`src/rtl/fifo_wr_arbiter_if.sv`:
```
// Write-port bundle between the producers, the arbiter and the shared FIFO.
// Zero latency: pure wiring, no storage.
// Backpressure: fifo_full from the FIFO gates every ack issued by the arbiter.
interface fifo_wr_arbiter_if #(
  parameter int N    = 8,
  parameter int REQS = 4
);
  localparam int SW = $clog2(REQS);

  logic [REQS-1:0]        req;
  logic [REQS-1:0][N-1:0] data;
  logic [REQS-1:0]        ack;
  logic                   fifo_full;
  logic                   fifo_wrreq;
  logic [N-1:0]           fifo_in;
  logic [SW-1:0]          fifo_src;
  logic                   busy;

  // Producer/FIFO side: offers words and reports FIFO fullness.
  modport master (
    output req, data, fifo_full,
    input  ack, fifo_wrreq, fifo_in, fifo_src, busy
  );

  // Arbiter side.
  modport slave (
    input  req, data, fifo_full,
    output ack, fifo_wrreq, fifo_in, fifo_src, busy
  );
endinterface

```
`src/rtl/fifo_wr_arbiter.sv`:
```
// Round-robin arbiter sharing one FIFO write port among REQS producers, bursts up to BURST words.
// Zero-cycle accept: ack and fifo_wrreq are combinational, word lands on the ack edge.
// Backpressure: no ack while fifo_full; an owner keeps its grant across a full stall.
module fifo_wr_arbiter #(
  parameter int N     = 8,
  parameter int REQS  = 4,
  parameter int BURST = 4
) (
  input logic              clk,
  input logic              reset,
  fifo_wr_arbiter_if.slave bus
);
  localparam int SW = $clog2(REQS);
  localparam int CW = $clog2(BURST + 1);

  typedef enum logic {IDLE, OWN} state_t;

  state_t        state_q, state_d;
  logic [SW-1:0] owner_q, owner_d;
  logic [SW-1:0] ptr_q,   ptr_d;
  logic [CW-1:0] count_q, count_d;

  logic [SW-1:0]   cand;
  logic            cand_vld;
  logic            own_hold;
  logic [SW-1:0]   scan_idx;
  logic [REQS-1:0] ack_c;
  logic            xfer;
  logic [CW-1:0]   cnt_next;

  // Index increment that wraps at REQS, also for non-power-of-two REQS.
  function automatic logic [SW-1:0] next_idx(input logic [SW-1:0] i);
    if (i == SW'(REQS - 1)) return '0;
    return i + SW'(1);
  endfunction

  // Candidate selection: the live owner wins, otherwise a rotating scan; drives ack and the FIFO port.
  always_comb begin
    own_hold = (state_q == OWN) && bus.req[owner_q];
    cand     = '0;
    cand_vld = 1'b0;
    // After a release the scan starts just past the departing owner.
    scan_idx = (state_q == OWN) ? next_idx(owner_q) : ptr_q;
    if (own_hold) begin
      cand     = owner_q;
      cand_vld = 1'b1;
    end else begin
      for (int k = 0; k < REQS; k++) begin
        if (!cand_vld && bus.req[scan_idx]) begin
          cand     = scan_idx;
          cand_vld = 1'b1;
        end
        scan_idx = next_idx(scan_idx);
      end
    end

    ack_c = '0;
    if (cand_vld && !bus.fifo_full && !reset) ack_c[cand] = 1'b1;
    xfer = |(bus.req & ack_c);
  end

  assign bus.ack        = ack_c;
  assign bus.fifo_wrreq = xfer;
  assign bus.fifo_in    = xfer ? bus.data[cand] : '0;
  assign bus.fifo_src   = xfer ? cand : '0;
  assign bus.busy       = (state_q == OWN);

  // Grant/burst bookkeeping: start or extend a burst on transfer, rotate on burst end or release.
  always_comb begin
    state_d  = state_q;
    owner_d  = owner_q;
    ptr_d    = ptr_q;
    count_d  = count_q;
    cnt_next = count_q;
    if (xfer) begin
      if (own_hold) begin
        cnt_next = count_q + CW'(1);
      end else begin
        owner_d  = cand;
        cnt_next = CW'(1);
        state_d  = OWN;
      end
      count_d = cnt_next;
      if (cnt_next == CW'(BURST)) begin
        state_d = IDLE;
        ptr_d   = next_idx(cand);
        count_d = '0;
      end
    end else if ((state_q == OWN) && !bus.req[owner_q]) begin
      // Owner went away without a replacement transfer (e.g. during a full stall).
      state_d = IDLE;
      ptr_d   = next_idx(owner_q);
      count_d = '0;
    end
  end

  // State registers with synchronous reset; a reset abandons any burst in progress.
  always_ff @(posedge clk) begin
    if (reset) begin
      state_q <= IDLE;
      owner_q <= '0;
      ptr_q   <= '0;
      count_q <= '0;
    end else begin
      state_q <= state_d;
      owner_q <= owner_d;
      ptr_q   <= ptr_d;
      count_q <= count_d;
    end
  end
endmodule

```
`src/flat_wrapper.sv`:
```
// flat-port wrapper written by rule: the top's interface ports become plain ports
module fifo_wr_arbiter_flat 
#(
  parameter int N     = 8,
  parameter int REQS  = 4,
  parameter int BURST = 4
)
  (clk, reset, bus_req, bus_data, bus_fifo_full, bus_ack, bus_fifo_wrreq, bus_fifo_in, bus_fifo_src, bus_busy);
  fifo_wr_arbiter_if #(.N(N), .REQS(REQS)) bus_i ();
  input logic clk;
  input logic reset;
  input wire logic [$bits(bus_i.req)-1:0] bus_req;
  input wire logic [$bits(bus_i.data)-1:0] bus_data;
  input wire logic [$bits(bus_i.fifo_full)-1:0] bus_fifo_full;
  output wire logic [$bits(bus_i.ack)-1:0] bus_ack;
  output wire logic [$bits(bus_i.fifo_wrreq)-1:0] bus_fifo_wrreq;
  output wire logic [$bits(bus_i.fifo_in)-1:0] bus_fifo_in;
  output wire logic [$bits(bus_i.fifo_src)-1:0] bus_fifo_src;
  output wire logic [$bits(bus_i.busy)-1:0] bus_busy;
  assign bus_i.req = bus_req;
  assign bus_i.data = bus_data;
  assign bus_i.fifo_full = bus_fifo_full;
  assign bus_ack = bus_i.ack;
  assign bus_fifo_wrreq = bus_i.fifo_wrreq;
  assign bus_fifo_in = bus_i.fifo_in;
  assign bus_fifo_src = bus_i.fifo_src;
  assign bus_busy = bus_i.busy;
  fifo_wr_arbiter #(.N(N), .REQS(REQS), .BURST(BURST)) u_core (.clk(clk), .reset(reset), .bus(bus_i));
endmodule
```
`config.mk`:
```
export PLATFORM = sky130hd
export DESIGN_NAME = fifo_wr_arbiter_flat
export DESIGN_NICKNAME = d
export VERILOG_FILES = /design/src/rtl/fifo_wr_arbiter_if.sv /design/src/rtl/fifo_wr_arbiter.sv /design/src/flat_wrapper.sv
export SDC_FILE = /design/constraint.sdc
export NUM_CORES = 1
export LEC_CHECK = 0
export ABC_AREA = 1
export CORE_UTILIZATION = 44
export CTS_BUF_LIST = sky130_fd_sc_hd__clkbuf_4 sky130_fd_sc_hd__clkbuf_8
export DETAILED_ROUTE_END_ITERATION = 10
export GPL_ROUTABILITY_DRIVEN = 0
export PLACE_DENSITY = 0.83
export SLEW_MARGIN = 5
export SYNTH_ARGS = -nofsm -noshare
export SYNTH_HDL_FRONTEND = slang
export SYNTH_SLANG_ARGS = --single-unit
```
`constraint.sdc`:
```
create_clock -name clk -period 4.11 [get_ports clk]
set_input_delay 1.0275 -clock clk [delete_from_list [all_inputs] [get_ports clk]]
set_output_delay 1.0275 -clock clk [all_outputs]
set_load 0.01 [all_outputs]
```
After elaboration in Yosys (flattened, before gate mapping)
Cells that the tools add are included.
{"block": "op_classes", "bitwise": 2, "n_addsub": 6, "order_cmp": 7, "n_mux": 69, "n_reduce_logical": 19, "n_eq_ne": 8}
{"operator": "2-bit 2-to-1 mux", "count": 24}
{"operator": "1-bit 2-to-1 mux", "count": 30}
{"operator": "2-bit by 3-bit < comparator with 1-bit output (second input constant)", "count": 6}
{"operator": "8-bit binary-select mux with 2-bit select", "count": 1}
{"operator": "8-bit 2-to-1 mux", "count": 2}
{"operator": "3-bit 2-to-1 mux", "count": 5}
{"operator": "2-bit by 1-bit adder with 2-bit output (second input constant)", "count": 5}
{"operator": "1-bit binary-select mux with 2-bit select", "count": 5}
{"operator": "2-bit == test (second input constant)", "count": 5}
{"operator": "1-bit logical AND", "count": 8}
{"operator": "1-bit zero test", "count": 6}
{"operator": "2-bit AND reduction", "count": 3}
{"operator": "4-bit AND", "count": 1}
{"operator": "4-bit 2-to-1 mux", "count": 1}
{"operator": "4-bit OR reduction", "count": 1}
{"operator": "3-bit by 1-bit adder with 3-bit output (second input constant)", "count": 1}
{"operator": "3-bit == test (second input constant)", "count": 1}
{"operator": "3-bit != test (second input constant)", "count": 1}
{"operator": "1-bit demux with 2-bit select", "count": 1}
{"operator": "2-bit by 1-bit greater-or-equal comparator with 1-bit output (second input constant)", "count": 1}
{"operator": "2-bit != test (second input constant)", "count": 1}
{"operator": "2-bit nonzero test", "count": 1}
{"operator": "1-bit inverter", "count": 1}
{"block": "totals", "wordCells": 115, "ff_bits": 8, "out_inout_bits": 16, "input_bits": 39}

Logic depth before layout (Yosys ltp)
{"block": "logic_depth", "ltp_word": 38, "depth_mapped": 23}

Least setup slack after synthesis
OpenSTA, ideal clock, no wires.
{"block": "synth_timing", "path_type": "input port to output port", "from": "in bus_req[2]", "to": "out bus_fifo_in[2]", "arrival_time_ns": 2.875, "setup_slack_ns": 0.207, "required_ns": 3.083, "cell_stages": 15, "n_path_buf": 2, "path_cell_list": "inv_1 o21ai_0 nand2_1 nor2_1 inv_1 nand3_1 nand2_2 inv_1 buf_4 ha_1 nand3_2 nand3_4 buf_4 nand2_1 inv_1"}
{"block": "synth_between", "elab_chain_len": 24, "elab_cells_between_ends": 43, "classes_between": "order compare (2); mux (29); bitwise (1); reduce/logical (11)"}
{"item": "from (decl)", "line_no": "flat_wrapper.sv:12", "source": "input wire logic [$bits(bus_i.req)-1:0] bus_req;"}
{"item": "1-bit binary-select mux with 2-bit select", "line_no": "fifo_wr_arbiter.sv:49", "source": "if (!cand_vld && bus.req[scan_idx]) begin"}
{"item": "1-bit 2-to-1 mux (not written as such)", "line_no": "fifo_wr_arbiter.sv:49"}
{"item": "1-bit 2-to-1 mux", "line_no": "fifo_wr_arbiter.sv:49"}
{"item": "1-bit 2-to-1 mux", "line_no": "fifo_wr_arbiter.sv:44", "source": "if (own_hold) begin"}
{"item": "1-bit zero test", "line_no": "fifo_wr_arbiter.sv:49"}
{"item": "1-bit logical AND", "line_no": "fifo_wr_arbiter.sv:49"}
{"item": "1-bit 2-to-1 mux", "line_no": "fifo_wr_arbiter.sv:49"}
{"item": "1-bit 2-to-1 mux", "line_no": "fifo_wr_arbiter.sv:44"}
{"item": "[... 9 more ...]"}
{"item": "1-bit logical AND (not written as such)", "line_no": "fifo_wr_arbiter.sv:58", "source": "if (cand_vld && !bus.fifo_full && !reset) ack_c[cand] = 1'b1;"}
{"item": "1-bit 2-to-1 mux (not written as such)", "line_no": "fifo_wr_arbiter.sv:58"}
{"item": "1-bit demux with 2-bit select"}
{"item": "4-bit 2-to-1 mux", "line_no": "fifo_wr_arbiter.sv:58"}
{"item": "4-bit AND *", "line_no": "fifo_wr_arbiter.sv:59", "source": "xfer = |(bus.req & ack_c);"}
{"item": "4-bit OR reduction *", "line_no": "fifo_wr_arbiter.sv:59"}
{"item": "net bus_fifo_wrreq", "line_no": "flat_wrapper.sv:16", "source": "output wire logic [$bits(bus_i.fifo_wrreq)-1:0] bus_fifo_wrreq;"}
{"item": "8-bit 2-to-1 mux *", "line_no": "fifo_wr_arbiter.sv:64", "source": "assign bus.fifo_in = xfer ? bus.data[cand] : '0;"}
{"item": "to (decl)", "line_no": "flat_wrapper.sv:17", "source": "output wire logic [$bits(bus_i.fifo_in)-1:0] bus_fifo_in;"}
Mark *: on every way through the listed nets, which the timed path passes. The rest lies on a longest branch. The select of a mux whose other input is x is not followed.

Final worst setup path
{"block": "layout_timing", "from": "in bus_req[2]", "to": "out bus_fifo_in[1]"}
{"block": "layout_between", "elab_chain_len": 24, "elab_cells_between_ends": 43, "classes_between": "order compare (2); mux (29); bitwise (1); reduce/logical (11)"}
{"item": "1-bit binary-select mux with 2-bit select", "line_no": "fifo_wr_arbiter.sv:49"}
{"item": "1-bit 2-to-1 mux (not written as such)", "line_no": "fifo_wr_arbiter.sv:49"}
{"item": "1-bit 2-to-1 mux", "line_no": "fifo_wr_arbiter.sv:49"}
{"item": "1-bit 2-to-1 mux", "line_no": "fifo_wr_arbiter.sv:44"}
{"item": "1-bit zero test", "line_no": "fifo_wr_arbiter.sv:49"}
{"item": "1-bit logical AND", "line_no": "fifo_wr_arbiter.sv:49"}
{"item": "1-bit 2-to-1 mux", "line_no": "fifo_wr_arbiter.sv:49"}
{"item": "1-bit 2-to-1 mux", "line_no": "fifo_wr_arbiter.sv:44"}
{"item": "[... 8 more ...]"}
{"item": "2-bit by 3-bit < comparator with 1-bit output (not written as such) or 2-bit by 1-bit greater-or-equal comparator with 1-bit output (tied branches)", "line_no": "fifo_wr_arbiter.sv:58"}
{"item": "1-bit logical AND (not written as such)", "line_no": "fifo_wr_arbiter.sv:58"}
{"item": "1-bit 2-to-1 mux (not written as such)", "line_no": "fifo_wr_arbiter.sv:58"}
{"item": "1-bit demux with 2-bit select"}
{"item": "4-bit 2-to-1 mux", "line_no": "fifo_wr_arbiter.sv:58"}
{"item": "4-bit AND", "line_no": "fifo_wr_arbiter.sv:59"}
{"item": "4-bit OR reduction", "line_no": "fifo_wr_arbiter.sv:59"}
{"item": "8-bit 2-to-1 mux *", "line_no": "fifo_wr_arbiter.sv:64"}
Mark *: on every way between the ends. The rest lies on a longest branch, timed or not. The select of a mux whose other input is x is not followed.

==> qor.csv <==
stage,metric,value,unit
grt,largest net degree at the start of global routing,11,
sta,fin worst setup slack,-0.01093,ns
yosys,"EDFF count, synth",0,
place,# port buffers,54,
die,Die Span Y,55.96,microns
outcome,failing checks,setup timing,
route,WL final,4.977,mm
yosys,Synth Net Count,272,
yosys,area fraction of the dominant cell type after synthesis,22.56,%
setup_path,Crit. End Element,primary output,
route,vias,1858,
die,Starting Density,46.46,%
final_layout,area of the multi-input gates,0.001135,sq mm
power,maximum vdd drop,0.7570,mV
run,max cap viols,0,
route,DR iter-0 viols,123,
sta,setup TNS,-0.01844,ns
grt,total gr overflow,0,
final_layout,Sequential cell area,160.2,sq um
setup_path,CP max stage delay,0.26,ns
yosys,"FF+latch count, synth",8,
power,Sw Share,52.36,%
outcome,status,"finished, violations left",
yosys,most numerous cell in the Yosys netlist,nand2_1,
cts,clock buffer depth,2,
die,die width,55.96,microns
grt,first-pass GRT wire length,7.265,mm
final_layout,Area Growth Syn to Fin,78.03,%
yosys,synth cell count leaders,"nand2_1 (77), inv_1 (31), nor2_1 (20)",
yosys,"Distinct cells, synth",27,
yosys,yosys warns,0,
sta,Final Skew,0.001725,ns
setup_path,CP required,3.08,ns
power,Leak,1.189,nW
yosys,cells after synthesis,230,
setup_path,startpoint class of the critical path,primary input,
power,P_int,0.001042,W
die,Die ar.,0.003132,sq mm
cts,Num CTS Buffers,3,
yosys,prevailing post-synth register cell,dfxtp_1,
grt,initial antenna violation count,0,
grt,vias in the first global route,1634,
cts,Worst-path clk slew,0.05,ns
power,Clock Power Share,2.6,%
yosys,async set-reset flop share out of synthesis,0,%
cts,"Hold-fix buffers, CTS",0,
setup_path,Critical Path AT,3.09,ns
place,Inst Count DP,334,
sta,Max Freq,0.2427,GHz
sta,Final Max Slew Viols,0,
power,P per Cell Area,958.8,mW/mm^2
yosys,"Seq/Total Area, Yosys",12.50,%
route,Final ANT Viol Nets,0,
yosys,cell area after synthesis,0.001281,sq mm
sta,RSZ-0062 raised after global routing,true,
min_path,Tightest Hold Check Type,reg -> reg,
route,DR pass1 iterations,4,
grt,Overall Global Routing Usage,28.54,%
route,drc violations,0,
yosys,Yosys top cell by area,nand2_1,
die,IO Pins,55,
final_layout,Antenna Cells,0,
setup_path,crit-path cells,dlygate4sd2_1 -> inv_2 -> nand3_4 -> nand3_4 -> nand2_4 -> nor2_4 -> nand4_1 -> nand3_1 -> nand2_2 -> inv_2 -> buf_4 -> nor2_2 -> buf_6 -> a22oi_2 -> o21ai_1 -> nand2_1 -> inv_1 -> clkdlybuf4s15_1,
setup_path,worst r2r path cells,22,
cts,clock latency on the worst-skew pair,0.24,ns
route,DR WL/cell,14.18,microns
place,pre-CTS WS,-0.4924,ns
min_path,Hold Path Cell Cnt,2,
cts,clock sink count,8,
sta,measured slew at the worst slew-check pin,0.3342,ns
power,sequential share of power,5.4,%
final_layout,Post-Layout Cell Count,351,
die,Site Rows,19,
final_layout,layout cells sized above 1,33.13,%
die,Core Footprint,0.002758,sq mm
cts,CTS tree,built,
sta,minimum clock period,4.121,ns
setup_path,Critical Path Fanout Max,8,
final_layout,nets@finish,364,
sta,endpoints failing setup,2,
setup_path,Setup Crit Path Kind,in -> out,
power,Comb pwr share,92.0,%
final_layout,Filler cells,188,
cts,depth of the CTS H-tree,1,
power,net switching power,0.001145,W
yosys,syn_area_per_cell,5.571,sq um
sta,Final period util,100.3,%
setup_path,CP max stage cell,dlygate4sd2_1,
cts,root buf cell,clkbuf_4,
route,vias per cell,5.293,
sta,final hold vios,0,
sta,Max-slew headroom,77.69,%
yosys,Synth area leaders,"nand2_1 (23%), dfxtp_1 (13%), inv_1 (9.1%)",
place,DP HPWL,3.179,mm
[worst max-delay path: cells and delay by family]
kind	cells	cell delay, ns
buf+inv	7	0.95
simple gates	9	0.89
compound gates	2	0.23
[through the flow]
step	hold WS, ns	cell area (sq um)	total power (W)	utilization, %
finish	0.4751	2281	0.002187	82.71
CTS	0.4766	2130	0.001844	77.22
detailed placement	0.4682	2007	0.001664	72.78
floorplan	0.4428	1281	0.001057	-
global placement	0.4517	2007	0.001650	72.78
global route	0.4933	2281	0.002379	82.71
[power groups by stage]
stage | clock network (W) | registers, W | logic (W)
2_1_floorplan | 0 | 0.000122 | 0.000935
5_1_grt | 0.0000631 | 0.000121 | 0.00219
4_1_cts | 0.0000599 | 0.000118 | 0.00167
6_report | 0.0000572 | 0.000118 | 0.00201
3_3_place_gp | 0 | 0.000119 | 0.00153
3_5_place_dp | 0 | 0.000119 | 0.00154
[metal layers]
| layer | global-route usage (%) | up-vias | part of all wire (%) |
|---|---|---|---|
| li1 | - | 925 | - |
| met1 | 36.19 | 859 | 41 |
| met2 | 51.87 | 60 | 52 |
| met3 | 2.326 | 14 | 4.5 |
| met4 | 6.969 | 0 | 2.9 |
| met5 | 0 | - | 0 |
[state kept, by name (all words and copies together) (netlist names)]
| name | flops |
|---|---|
| u_core.ptr_q | 2 |
| u_core.owner_q | 2 |
| u_core.bus.busy | 1 |
| u_core.count_q | 3 |
[kinds of logic after synthesis]
kind of cell,count (synthesis),share of synthesized area (%)
flip-flops,8,12.50
buffers and inverters,38,12.01
adder cells (fa/ha/maj),3,2.930
AND/OR/NAND/NOR,147,57.03
AO/OA/AOI/OAI,33,14.84
XOR/XNOR,1,0.6837
[worst paths after layout]
| check | endpoint | from | slack (ns) |
|---|---|---|---|
| max | bus_fifo_in[1] | bus_req[2] | -0.01 |
| min reg2reg | u_core.count_q[1]$_SDFFE_PP0P_ | u_core.count_q[1]$_SDFFE_PP0P_ | 0.48 |
| min | u_core.count_q[1]$_SDFFE_PP0P_ | u_core.count_q[1]$_SDFFE_PP0P_ | 0.48 |
| max reg2reg | u_core.ptr_q[1]$_SDFFE_PP0P_ | u_core.owner_q[1]$_SDFFE_PP0P_ | 1.21 |
[cells in the final DEF (no fill, tap or decap)]
cell type / instances
a21oi_1: 9
a21oi_2: 1
a22oi_2: 2
a31oi_1: 1
and2_1: 1
buf_12: 1
buf_4: 32
buf_6: 3
clkbuf_2: 9
clkbuf_4: 3
clkdlybuf4s15_1: 4
clkdlybuf4s50_1: 36
clkinvlp_4: 1
dfxtp_1: 8
dlygate4sd2_1: 3
dlymetal6s2s_1: 2
ha_1: 2
ha_4: 1
inv_1: 24
inv_2: 8
inv_4: 1
nand2_1: 72
nand2_2: 11
nand2_4: 6
nand2_8: 1
nand3_1: 12
nand3_2: 4
nand3_4: 9
nand4_1: 5
nor2_1: 18
nor2_2: 4
nor2_4: 3
o211ai_1: 6
o21ai_0: 5
o21ai_1: 5
o21ai_2: 4
or2_2: 2
xor2_1: 1
[repair_timing]
action,CTS,global route
resized for setup,33,56
gates cloned,1,0
pin swaps,7,14
setup endpoints to repair,15,15
setup buffers,6,7
[area by class of cell]
cell class	count	area share, %
tap	31	1.700
sequential	8	7.021
timing repair buffer	90	34.67
inverter	34	5.869
multi-input combinational	185	49.75
clock buffer	3	0.9874
(Power assumes the default switching activity.)
